==> src/rtl/multicycle_sequencer_pkg.sv <==
// Shared encodings for the multicycle sequencer: states, instruction classes,
// opcode constants and ALU operand-B select codes.
package multicycle_sequencer_pkg;

    typedef enum logic [2:0] {
        ST_FETCH     = 3'd0,
        ST_DECODE    = 3'd1,
        ST_EXECUTE   = 3'd2,
        ST_MEMORY    = 3'd3,
        ST_WRITEBACK = 3'd4,
        ST_HALT      = 3'd5
    } state_e;

    typedef enum logic [2:0] {
        CLS_R       = 3'd0,
        CLS_I       = 3'd1,
        CLS_LOAD    = 3'd2,
        CLS_STORE   = 3'd3,
        CLS_SYSTEM  = 3'd4,
        CLS_ILLEGAL = 3'd5
    } class_e;

    localparam logic [6:0] OP_R      = 7'b0110011;
    localparam logic [6:0] OP_I      = 7'b0010011;
    localparam logic [6:0] OP_LOAD   = 7'b0000011;
    localparam logic [6:0] OP_STORE  = 7'b0100011;
    localparam logic [6:0] OP_SYSTEM = 7'b1110011;

    localparam logic [1:0] ALU_SRC_B_RS2   = 2'b00;
    localparam logic [1:0] ALU_SRC_B_FOUR  = 2'b01;
    localparam logic [1:0] ALU_SRC_B_IMM   = 2'b10;

endpackage

==> src/rtl/multicycle_sequencer_opcode_classifier.sv <==
// Combinational opcode-to-class mapping; also shared with the instruction decoder.
module opcode_classifier
    import multicycle_sequencer_pkg::*;
(
    input  logic [6:0] opcode,
    output class_e     op_class
);

    // NOTE: a default arm plus a full case keeps this purely combinational (no latch).
    always_comb begin
        op_class = CLS_ILLEGAL;
        case (opcode)
            OP_R:      op_class = CLS_R;
            OP_I:      op_class = CLS_I;
            OP_LOAD:   op_class = CLS_LOAD;
            OP_STORE:  op_class = CLS_STORE;
            OP_SYSTEM: op_class = CLS_SYSTEM;
            default:   op_class = CLS_ILLEGAL;
        endcase
    end

endmodule

==> src/rtl/multicycle_sequencer.sv <==
// Control FSM stepping the multicycle core through fetch/decode/execute/memory/
// writeback, with memory ready handshakes, sticky halt and a retire counter.
module multicycle_sequencer
    import multicycle_sequencer_pkg::*;
#(
    parameter int CNT_WIDTH = 32
) (
    input  logic                 clk,
    input  logic                 rst,
    input  logic [6:0]           opcode,
    input  logic                 imem_ready,
    input  logic                 dmem_ready,
    output logic                 imem_rd_ena,
    output logic                 ir_write,
    output logic                 pc_write,
    output logic                 alu_override,
    output logic                 alu_src_a,
    output logic [1:0]           alu_src_b,
    output logic                 dmem_rd_ena,
    output logic                 dmem_wr_ena,
    output logic                 reg_file_write,
    output logic                 reg_file_write_src,
    output logic                 halted,
    output logic                 instr_retired,
    output logic [CNT_WIDTH-1:0] instr_count
);

    state_e                 state_q, state_d;
    class_e                 class_q, class_d;
    class_e                 dec_class;
    logic [CNT_WIDTH-1:0]   count_q, count_d;
    logic                   retire;

    opcode_classifier u_classifier (
        .opcode   (opcode),
        .op_class (dec_class)
    );

    // NOTE: sequential state uses non-blocking assignments so every flop samples
    // the pre-edge value of its neighbours; reset here is synchronous.
    always_ff @(posedge clk) begin
        if (rst) begin
            state_q <= ST_FETCH;
            class_q <= CLS_R;
            count_q <= '0;
        end else begin
            state_q <= state_d;
            class_q <= class_d;
            count_q <= count_d;
        end
    end

    always_comb begin
        state_d            = state_q;
        class_d            = class_q;
        retire             = 1'b0;
        imem_rd_ena        = 1'b0;
        ir_write           = 1'b0;
        pc_write           = 1'b0;
        alu_override       = 1'b0;
        alu_src_a          = 1'b0;
        alu_src_b          = ALU_SRC_B_RS2;
        dmem_rd_ena        = 1'b0;
        dmem_wr_ena        = 1'b0;
        reg_file_write     = 1'b0;
        reg_file_write_src = 1'b0;
        halted             = 1'b0;

        case (state_q)
            ST_FETCH: begin
                imem_rd_ena  = 1'b1;
                alu_src_a    = 1'b0;
                alu_src_b    = ALU_SRC_B_FOUR;
                alu_override = 1'b1;
                ir_write     = imem_ready;
                if (imem_ready) state_d = ST_DECODE;
            end
            ST_DECODE: begin
                // PC advances even for an instruction that is about to halt.
                pc_write = 1'b1;
                class_d  = dec_class;
                if (dec_class == CLS_SYSTEM || dec_class == CLS_ILLEGAL) state_d = ST_HALT;
                else                                                     state_d = ST_EXECUTE;
            end
            ST_EXECUTE: begin
                alu_src_a = 1'b1;
                case (class_q)
                    CLS_R: begin
                        alu_src_b = ALU_SRC_B_RS2;
                        state_d   = ST_WRITEBACK;
                    end
                    CLS_I: begin
                        alu_src_b = ALU_SRC_B_IMM;
                        state_d   = ST_WRITEBACK;
                    end
                    CLS_LOAD, CLS_STORE: begin
                        alu_src_b    = ALU_SRC_B_IMM;
                        alu_override = 1'b1;
                        state_d      = ST_MEMORY;
                    end
                    default: state_d = ST_HALT;
                endcase
            end
            ST_MEMORY: begin
                dmem_rd_ena = (class_q == CLS_LOAD);
                dmem_wr_ena = (class_q == CLS_STORE);
                if (dmem_ready) begin
                    if (class_q == CLS_LOAD) begin
                        state_d = ST_WRITEBACK;
                    end else begin
                        state_d = ST_FETCH;
                        retire  = 1'b1;
                    end
                end
            end
            ST_WRITEBACK: begin
                reg_file_write     = 1'b1;
                reg_file_write_src = (class_q != CLS_LOAD);
                retire             = 1'b1;
                state_d            = ST_FETCH;
            end
            ST_HALT: begin
                halted = 1'b1;
            end
            default: state_d = ST_FETCH;
        endcase

        // Reset abandons the instruction in flight: no memory traffic, no writes, no retire.
        if (rst) begin
            imem_rd_ena    = 1'b0;
            ir_write       = 1'b0;
            pc_write       = 1'b0;
            dmem_rd_ena    = 1'b0;
            dmem_wr_ena    = 1'b0;
            reg_file_write = 1'b0;
            retire         = 1'b0;
        end

        count_d = count_q + {{(CNT_WIDTH-1){1'b0}}, retire};
    end

    assign instr_retired = retire;
    assign instr_count   = count_q;

endmodule

==> config.mk <==
export PLATFORM = sky130hd
export DESIGN_NAME = multicycle_sequencer
export DESIGN_NICKNAME = d
export VERILOG_FILES = /design/src/rtl/multicycle_sequencer_pkg.sv /design/src/rtl/multicycle_sequencer_opcode_classifier.sv /design/src/rtl/multicycle_sequencer.sv
export SDC_FILE = /design/constraint.sdc
export NUM_CORES = 1
export LEC_CHECK = 0
export BUFFER_PORTS_ARGS = -buffer_cell sky130_fd_sc_hd__buf_4
export CAP_MARGIN = 40
export CORE_MARGIN = 8
export CORE_UTILIZATION = 40
export DETAILED_ROUTE_END_ITERATION = 12
export PLACE_DENSITY = 0.71
export SYNTH_ARGS = -nofsm -noshare
export SYNTH_HDL_FRONTEND = slang
export SYNTH_SLANG_ARGS = --single-unit
==> constraint.sdc <==
create_clock -name clk -period 2.6 [get_ports clk]
set_input_delay 0.13 -clock clk [delete_from_list [all_inputs] [get_ports clk]]
set_output_delay 0.13 -clock clk [all_outputs]
set_load 0.02 [all_outputs]
Word-level counts from Yosys, hierarchy flattened
Index checks and enable logic that the tools add are counted.
- equality and inequality tests: 18
- reductions and logical operators: 7
- muxes and demuxes: 30
- bitwise gates (word level): 1
- $add $sub $neg: 1
- operator list (kind ; count):
    32-bit by 1-bit adder with 32-bit output ; 1
    3-bit one-hot mux with 5 select lines ; 2
    1-bit two-way mux ; 19
    7-bit by 6-bit equality test with 1-bit output (second input constant) ; 2
    3-bit by 2-bit equality test with 1-bit output (second input constant) ; 4
    3-bit equality test (second input constant) ; 4
    3-bit two-way mux ; 4
    7-bit by 2-bit equality test with 1-bit output (second input constant) ; 1
    7-bit by 5-bit equality test with 1-bit output (second input constant) ; 1
    7-bit equality test (second input constant) ; 1
    3-bit by 1-bit equality test with 1-bit output (second input constant) ; 2
    3-bit zero test ; 2
    3-bit one-hot mux with 2 select lines ; 1
    2-bit != test (second input constant) ; 2
    1-bit one-hot mux with 2 select lines ; 2
    2-bit one-hot mux with 2 select lines ; 1
    2-bit OR reduction ; 2
    3-bit by 2-bit != test with 1-bit output (second input constant) ; 1
    3-bit AND reduction ; 1
    3-bit OR reduction ; 1
    2-bit two-way mux ; 1
    1-bit logical OR ; 1
    1-bit inverter ; 1
- word-level logic and storage cells: 60
- flip-flop bits (word level): 38
- bits of input ports: 11

Depth between registers and ports, before layout
Gate-level depths: netlist (run 1).
- word-level depth: 6
- mapped depth: 11
- mapped depth without buffers: 9

Modules after synthesis
From an unflattened synthesis (run 1), not the netlist that was laid out.
- cells, all modules: 246
- area, all modules: 2004.4 um^2
- by module, submodules not included (module ; seq. area each (um^2) ; times used ; cells each ; area each (um^2)):
    multicycle_sequencer ; 760.7 ; 1 ; 240 ; 1964.4
    opcode_classifier ; 0.0 ; 1 ; 6 ; 40.0

Worst setup path before layout (run 1)
Ideal clock, no wire load.
- kind: reg2reg
- start point: register state_q[2]
- end point: register count_q[25], in the netlist instr_count[25]
- buffers on the path: 2
- data arrival time: 3.032 ns
- stages on the path, launching flop included: 11
- setup time: 0.121 ns
- required time: 2.479 ns
- clock period less this slack: 3.153 ns
- slack: -0.553 ns
- cell sequence: dfxtp_1 clkbuf_1 nand2b_1 nor3_1 a31o_2 ha_1 nand3_1 or4_1 buf_2 nor4_1 mux2_2
- longest elaborated chain between the ends: 4
- elaborated cells on any way between the ends: 5
- classes of those cells: add/sub (1); eq/ne (2); mux (2)
- RTL lines (what ; line ; RTL):
    start, declared ; multicycle_sequencer.sv:28 ; state_e state_q, state_d;
    start signal, assigned ; multicycle_sequencer.sv:47 ; state_q <= state_d;
    3-bit equality test or 3-bit by 2-bit equality test with 1-bit output (tied branches) ; multicycle_sequencer.sv:69 ; case (state_q)
    1-bit one-hot mux with 2 select lines (*) ; multicycle_sequencer.sv:69 ;
    1-bit two-way mux (*) ; multicycle_sequencer.sv:129 ; if (rst) begin
    net instr_retired ; multicycle_sequencer.sv:24 ; output logic instr_retired,
    32-bit by 1-bit adder with 32-bit output (*) ; multicycle_sequencer.sv:139 ; count_d = count_q + {{(CNT_WIDTH-1){1'b0}}, retire};
    end signal, assigned ; multicycle_sequencer.sv:49 ; count_q <= count_d;
    end, declared ; multicycle_sequencer.sv:31 ; logic [CNT_WIDTH-1:0] count_q, count_d;
Mark *: on every way through the listed nets, which the timed path passes. The rest lies on a longest branch.
A chain may end at the register's enable or synchronous reset.

Worst setup path in the final report (run 1)
- start point: register state_q[0]
- end point: register count_q[25], in the netlist instr_count[25]
- longest elaborated chain between the ends: 4
- elaborated cells on any way between the ends: 5
- classes of those cells: add/sub (1); eq/ne (2); mux (2)
- RTL lines (what ; line):
    3-bit equality test or 3-bit by 2-bit equality test with 1-bit output (tied branches) ; multicycle_sequencer.sv:69
    1-bit one-hot mux with 2 select lines (*) ; multicycle_sequencer.sv:69
    1-bit two-way mux (*) ; multicycle_sequencer.sv:129
    32-bit by 1-bit adder with 32-bit output (*) ; multicycle_sequencer.sv:139
Mark *: on every way between the ends. The rest lies on a longest branch, timed or not.

==> impl_metrics.json, run 1 <==
{
  "clkLatencyLatePin_ns": 0.29,
  "ys_ff_latch": 38,
  "worst_pin_slew_ns": 0.508,
  "critical_path_arrival_ns": 2.61,
  "worstSetupEndpointType": "register",
  "routed_wl_um": 4970,
  "hold_ws_ns": 0.170,
  "core-area_um2": 4630,
  "antenna_cells": 0,
  "numClockSinks": 38,
  "nFillCells": 453,
  "cts_made_buffers": 5,
  "yosys_warnings": 0,
  "io_buffers": 55,
  "setup.worst_path.class": "register to register",
  "power_density_nw_per_um2": 430,
  "worstPathMaxFanout": 18,
  "syn_area_per_cell_um2": 8.19,
  "syn2layout_area_growth_pct": 34.1,
  "holdCritPathClass": "input port to register",
  "rows": 25,
  "synthCells": 231,
  "required_ns": 2.78,
  "initial_core_util": 0.409,
  "via_count": 1912,
  "clock_skew_ns": 0.00645,
  "placed_cells": 337,
  "status": "finished, final reports clean",
  "clk_pin_slew_ns": 0.07,
  "antenna_found_initial": 0,
  "synthArstFlopShare": 0,
  "fin_ws_ns": 0.166,
  "drt-initial-drc-count": 89,
  "wl_per_cell_um": 14.4,
  "finalSetupTns_ns": 0,
  "firstDrtPassIters": 4,
  "maxSlewHeadroom": 0.661,
  "grt_pass1_vias": 1776,
  "fin_crit_ns": 2.43,
  "hpwl_um": 3650,
  "ant_nets": 0,
  "drive_gt1_frac": 0.300,
  "grt_max_degree": 28,
  "ioPinCount": 56,
  "start_kind": "register",
  "synth_edf_count": 0,
  "setup_viol": 0,
  "synth.distinct_cells": 37,
  "maxCapViolations": 0,
  "fp.dieArea_um2": 7190,
  "cts_root_buffer": "clkbuf_8",
  "cts_tree": "built",
  "multiInputGateArea_um2": 1100,
  "ys.flop_type": "dfxtp_1",
  "slew_viol_final": 0,
  "fin_crit_sh": 0.936,
  "grt.total_usage": 0.137,
  "die_x_um": 84.8,
  "rsz0062_at_grt": "no",
  "final_cell_count_no_fill": 344,
  "nNetsFinal": 303,
  "syn_nets": 244,
  "die_h_um": 84.8,
  "syn-cell-area_um2": 1890,
  "place_congestion": 0.834,
  "leakage_nw": 0.972,
  "via_per_inst": 5.56,
  "cts_max_level": 2,
  "register_area_um2": 762,
  "drc": 0,
  "peakVddDrop_mv": 0.231,
  "yosysSeqAreaShare": 0.402,
  "pre_cts_ws_ns": 0.140,
  "grt-ovfl-total": 0,
  "fmax_ghz": 0.411,
  "grt_pass1_wl_um": 8190,
  "finalPower_mw": 1.09,
  "hold_viol": 0,
  "cts_buffer_depth": 2
}
area by class of cell:
class,count,area share
Timing Repair Buffer,67,0.198
Clock inverter,2,0.00395
Clock buffer,5,0.0271
Tap cell,54,0.0266
Inverter,6,0.00888
Sequential cell,38,0.300
Multi-Input combinational cell,172,0.435
stage by stage:
step,area (um^2),utilization
after floorplan,1960,-
after global placement,2450,0.530
after detailed placement,2450,0.530
after CTS,2530,0.547
after global routing,2540,0.548
final,2540,0.548
cells by family (layout without fill, tap and decap cells):
| family | after synthesis | after routing | share of synthesized area |
|---|---|---|---|
| AOI/OAI and AO/OA | 53 | 53 | 0.167 |
| xor gates and xnor gates | 11 | 11 | 0.0509 |
| adders and majority gates | 2 | 2 | 0.0132 |
| buffers and inverters | 21 | 80 | 0.0430 |
| DFF | 38 | 38 | 0.402 |
| muxes | 1 | 1 | 0.00595 |
| and+or+nand+nor | 105 | 105 | 0.317 |
layer usage:
layer / routed length, um / track usage / vias to the layer above
met1: 2300 / 0.161 / 894
met4: 19 / 0.0421 / 0
met3: 332 / 0.0488 / 2
met5: 0 / 0 / -
li1: - / - / 966
met2: 2320 / 0.227 / 50
worst paths after layout:
check        cells past startpoint  slack (ns)                         end                    start
max                              9        0.17  instr_count[25]$_SDFF_PP0_  state_q[0]$_SDFFE_PP0P_
min                              2        0.17     class_q[0]$_SDFFE_PP0N_                      rst
max reg2reg                      9        0.17  instr_count[25]$_SDFF_PP0_  state_q[0]$_SDFFE_PP0P_
min reg2reg                      2        0.48     class_q[0]$_SDFFE_PP0N_  class_q[0]$_SDFFE_PP0N_
state kept, by name, summed over array words and instances, names as in the netlist:
signal	count
class_q	3
instr_count	32
state_q	3
layout by cell type, fill, tap and decap left out, drive strengths merged, types with 8 or more instances in the layout:
master / instances
a21oi: 25
buf: 67
dfxtp: 38
nand2: 10
nand3: 13
nand4: 8
nor2: 19
nor3: 8
o21ai: 8
o31ai: 12
or4: 13
critical path, stage by stage (launching register included):
cell     delay [ns]
dfxtp_1        0.38
nand2_1        0.09
nor3_2         0.17
a31o_4         0.20
ha_4           0.14
nand3_1        0.09
or4_1          0.40
buf_4          0.21
nor4_2         0.28
mux2_2         0.36
report_power, final:
part           total [mW]  internal, mW  switching, mW
Combinational       0.112        0.0499         0.0624
Sequential          0.595         0.588        0.00651
Clock               0.384         0.180          0.204
Total                1.09         0.818          0.273
repair_timing:
| action | CTS | global route |
|---|---|---|
| hold endpoints to repair | 0 | 0 |
| setup endpoints to repair | 0 | 3 |
| gates resized for setup | 0 | 2 |
| hold buffers | 0 | 0 |
| setup buffers | 0 | 0 |
synth_stat cells (4+ instances only):
cell type,number,area (um^2)
nor2b_1,4,25.0
or4_1,13,97.6
o21ai_0,8,40.0
or3_1,7,43.8
clkbuf_1,11,41.3
a21oi_1,25,125
xor2_1,7,61.3
nand2_1,10,37.5
and3_1,5,31.3
nor2_1,19,71.3
o31ai_1,12,90.1
nand3_1,13,65.1
dfxtp_1,38,761
nor3_1,8,40.0
nand4_1,7,43.8
inv_1,6,22.5
xnor2_1,4,35.0
nor4_1,4,25.0
(Power assumes the default switching activity.)
==> run 2: changes to the inputs <==
- RECOVER_POWER: not set -> 25
==> impl_metrics.json, run 2 (synthesized netlist as in run 1, its figures left out) <==
{
  "status": "finished, final reports clean",
  "switching_share": 0.250,
  "grt_pass1_vias": 1776,
  "via_per_inst": 5.56,
  "grt-ovfl-total": 0,
  "leakage_nw": 0.887,
  "critical_path_arrival_ns": 2.61,
  "fin_crit_sh": 0.936,
  "r2r_setup_slack_ns": 0.17,
  "worstPathMaxFanout": 18,
  "syn2layout_area_growth_pct": 30.1,
  "cts_made_buffers": 5,
  "required_ns": 2.78,
  "nNetsFinal": 303,
  "power_frac_clock": 0.352,
  "die_x_um": 84.8,
  "clkLatencyLatePin_ns": 0.29,
  "grt_max_degree": 28,
  "place_congestion": 0.834,
  "p_int_mw": 0.818,
  "holdCritPathClass": "input port to register",
  "wl_per_cell_um": 14.6,
  "combPwrFrac": 0.103,
  "fin_ws_ns": 0.167,
  "setup_viol": 0,
  "grt.total_usage": 0.137,
  "clk_pin_slew_ns": 0.07,
  "finalSetupTns_ns": 0,
  "hpwl_um": 3650,
  "maxCapViolations": 0,
  "peakVddDrop_mv": 0.231,
  "ioPinCount": 56,
  "via_count": 1913,
  "fmax_ghz": 0.411,
  "io_buffers": 55,
  "worstSetupEndpointType": "register",
  "final_cell_mix": "47 x buf_4, 37 x dfxtp_1, 25 x a21oi_1",
  "start_kind": "register",
  "largest_reg_flops": 32,
  "fin_crit_ns": 2.43,
  "initial_core_util": 0.409,
  "cts_root_buffer": "clkbuf_8",
  "register_area_um2": 762,
  "firstDrtPassIters": 4,
  "nFillCells": 484,
  "core-area_um2": 4630,
  "layout_commonest_cell": "buf_4",
  "pre_cts_ws_ns": 0.140,
  "drc": 0,
  "rows": 25,
  "multiInputGateArea_um2": 1100,
  "antenna_cells": 0,
  "fp.dieArea_um2": 7190,
  "cts_buffer_depth": 2,
  "die_h_um": 84.8,
  "maxSlewHeadroom": 0.658,
  "holdBufCountCts": 0,
  "routed_wl_um": 5010,
  "power_density_nw_per_um2": 443,
  "hold_viol": 0,
  "numClockSinks": 38,
  "drt-initial-drc-count": 98,
  "worst_pin_slew_ns": 0.513,
  "antenna_found_initial": 0,
  "finalPower_mw": 1.09,
  "cts_max_level": 2,
  "cts_tree": "built",
  "setup.worst_path.class": "register to register",
  "ant_nets": 0,
  "grt_pass1_wl_um": 8190,
  "drive_gt1_frac": 0.231,
  "clock_skew_ns": 0.00632,
  "rsz0062_at_grt": "no",
  "p_switching_mw": 0.273,
  "slew_viol_final": 0,
  "p_seq_frac": 0.546
}
-- run 2: cell types whose count changed in the layout (fill, tap and decap cells not counted), sizes merged --
cell and change:
clkbuf +20, buf -20
-- run 2: routing by layer --
metal,share of wire,global-route usage,vias up
met2,0.46,0.227,48
met5,0,0,-
met1,0.47,0.161,896
li1,-,-,967
met3,0.060,0.0488,2
met4,0.0038,0.0421,0
-- run 2: area by class of cell --
class / count / share of cell area
clock buffers: 5 / 0.0280
clock inverters: 2 / 0.00407
inverters: 6 / 0.00915
multi-input cells: 172 / 0.448
flip-flops and latches: 38 / 0.310
well taps: 54 / 0.0275
repair buffers: 67 / 0.174
-- run 2: power by group through the flow --
stage,clock network (mW),registers [mW],logic (mW)
after floorplan,0,0.608,0.0647
after global placement,0,0.608,0.111
after detailed placement,0,0.608,0.113
after CTS,0.396,0.595,0.113
after global routing,0.422,0.596,0.121
final,0.384,0.595,0.112
-- run 2: per-stage QoR --
step	instance area, um^2	utilization	hold slack (ns)	std cells
2_1_floorplan	1960	-	0.349	231
3_3_place_gp	2450	0.530	0.460	337
3_5_place_dp	2450	0.530	0.471	337
4_1_cts	2530	0.547	0.164	344
5_1_grt	2460	0.532	0.169	344
6_report	2460	0.532	0.171	344
-- run 2: critical path: stages, from the launching register on --
cell and delay [ns]:
dfxtp_1 0.38, nand2_1 0.09, nor3_2 0.17, a31o_4 0.20
ha_4 0.14, nand3_1 0.09, or4_1 0.40, buf_4 0.21
nor4_2 0.28, mux2_2 0.36
-- run 2: final timing paths --
check	start	endpoint	cells after the start
worst max register to register	state_q[0]$_SDFFE_PP0P_	instr_count[25]$_SDFF_PP0_	9
worst min register to register	class_q[0]$_SDFFE_PP0N_	class_q[0]$_SDFFE_PP0N_	2
worst max-delay path	state_q[0]$_SDFFE_PP0P_	instr_count[25]$_SDFF_PP0_	9
worst min-delay path	rst	class_q[0]$_SDFFE_PP0N_	2
-- run 2: what timing repair did --
action | CTS | global route
buffers inserted | 0 | 0
resized for setup | 0 | 2
endpoints found under the hold margin | 0 | 0
setup endpoints to repair | 0 | 3
==> run 3: changes to the inputs <==
- PLACE_DENSITY: 0.71 -> 0.68
- clock period: 2.6 -> 2.8 ns (I/O delays scaled with it)
==> impl_metrics.json, run 3 (synthesized netlist as in run 1, its figures left out) <==
{
  "hold_viol": 0,
  "cts_buffer_depth": 2,
  "worstSetupEndpointType": "register",
  "core-area_um2": 4630,
  "cts_root_buffer": "clkbuf_8",
  "worst_pin_slew_ns": 0.501,
  "drt-initial-drc-count": 81,
  "hpwl_um": 3500,
  "numClockSinks": 38,
  "layout_commonest_cell": "buf_4",
  "combPwrFrac": 0.096,
  "worstSetupEndpoint": "instr_count[26]$_SDFF_PP0_",
  "cts_made_buffers": 5,
  "worst-path-buf-inv": 1,
  "holdCritPathClass": "input port to register",
  "wl_per_cell_um": 14.2,
  "fin_crit_ns": 2.56,
  "setup.worst_path.class": "register to register",
  "grt_max_degree": 37,
  "syn2layout_area_growth_pct": 27.1,
  "hold_ws_ns": 0.110,
  "path_cells": "nand2_1, nor3_2, a31o_2, ha_1, ha_2, and3_1, nand4_1, buf_4, or4_1, a21oi_1",
  "start_kind": "register",
  "peakVddDrop_mv": 0.262,
  "die_h_um": 84.8,
  "stdcell_area_um2": 2400,
  "cp_top_family": "simple AND/OR/NAND/NOR gates",
  "ioPinCount": 56,
  "grt.total_usage": 0.136,
  "via_count": 1894,
  "r2r-end": "instr_count[26]$_SDFF_PP0_",
  "die_x_um": 84.8,
  "grt-ovfl-total": 0,
  "crit_start": "state_q[0]$_SDFFE_PP0P_",
  "ant_nets": 0,
  "grt_pass1_vias": 1762,
  "maxCapViolations": 0,
  "maxSlewHeadroom": 0.666,
  "routed_wl_um": 4810,
  "clock_skew_ns": 0.00789,
  "r2r_setup_slack_ns": 0.24,
  "leakage_nw": 0.862,
  "io_buffers": 55,
  "rr_worst_depth": 10,
  "p_int_mw": 0.778,
  "register_area_um2": 761,
  "clk_pin_slew_ns": 0.07,
  "placed_cell_area_um2": 2380,
  "fmax_ghz": 0.390,
  "grt_pass1_wl_um": 8130,
  "p_switching_mw": 0.246,
  "antenna_found_initial": 0,
  "required_ns": 3.02,
  "via_per_inst": 5.59,
  "largest_reg_flops": 32,
  "power_frac_clock": 0.365,
  "antenna_cells": 0,
  "cts_max_level": 2,
  "drc": 0,
  "critical_path_arrival_ns": 2.78,
  "slowest_stage": "or4_1",
  "clkLatencyLatePin_ns": 0.29,
  "crit_cells": 10,
  "nNetsFinal": 299,
  "final_cell_mix": "43 x buf_4, 38 x dfxtp_1, 25 x a21oi_1",
  "fin_crit_sh": 0.916,
  "power_density_nw_per_um2": 426,
  "rows": 25,
  "switching_share": 0.240,
  "multiInputGateArea_um2": 1070,
  "firstDrtPassIters": 4,
  "nFillCells": 471,
  "p_seq_frac": 0.539,
  "place_congestion": 0.762,
  "slew_viol_final": 0,
  "setup_viol": 0,
  "drive_gt1_frac": 0.207,
  "cp_slowest_stage_delay_ns": 0.51,
  "fp.dieArea_um2": 7190,
  "reg2reg_from": "state_q[0]$_SDFFE_PP0P_",
  "status": "finished, final reports clean",
  "worstPathMaxFanout": 18,
  "cts_tree": "built",
  "initial_core_util": 0.409
}
run 3: stage by stage:
stage	power, mW	util	setup TNS [ns]	instances	worst slack (ns)
after floorplan	0.620	-	0	231	0.0169
after global placement	0.663	0.515	0	333	0.174
after detailed placement	0.663	0.515	0	333	0.0885
after CTS	1.04	0.533	0	339	0.0653
after global routing	1.08	0.519	-0.00652	339	-0.00652
final	1.02	0.519	0	339	0.235
run 3: worst min path at each step:
stage / startpoint / end / slack [ns] / depth (start not counted)
floorplan: opcode[4] / class_q[1]$_SDFFE_PP0N_ / 0.36 / 3
global placement: rst / instr_count[2]$_SDFF_PP0_ / 0.41 / 2
detailed placement: rst / instr_count[3]$_SDFF_PP0_ / 0.41 / 2
CTS: rst / instr_count[2]$_SDFF_PP0_ / 0.10 / 2
global route: rst / instr_count[1]$_SDFF_PP0_ / 0.10 / 2
finish: rst / instr_count[2]$_SDFF_PP0_ / 0.11 / 2
run 3: metal layers:
layer,track usage,up-vias,part of all wire
met4,0.0583,0,0.010
met5,0,-,0
li1,-,962,-
met3,0.0420,4,0.052
met2,0.219,44,0.46
met1,0.164,884,0.47
run 3: layout make-up:
| class | count | area share |
|---|---|---|
| timing repair buffer | 63 | 0.166 |
| multi-input combinational | 172 | 0.446 |
| sequential | 38 | 0.317 |
| inverter | 6 | 0.00937 |
| clock buffer | 6 | 0.0344 |
| tap | 54 | 0.0281 |
run 3: power by group through the flow:
| stage | sequential [mW] | clock (mW) | combinational (mW) |
|---|---|---|---|
| 2_1_floorplan | 0.564 | 0 | 0.0561 |
| 3_3_place_gp | 0.564 | 0 | 0.0987 |
| 3_5_place_dp | 0.564 | 0 | 0.0986 |
| 4_1_cts | 0.552 | 0.388 | 0.0989 |
| 5_1_grt | 0.553 | 0.417 | 0.107 |
| 6_report | 0.552 | 0.374 | 0.0978 |
run 3: timing repair:
item	CTS	global route
hold endpoints to repair	0	0
gates resized for setup	0	3
hold buffers	0	0
setup buffers	0	0
setup endpoints to repair	0	15
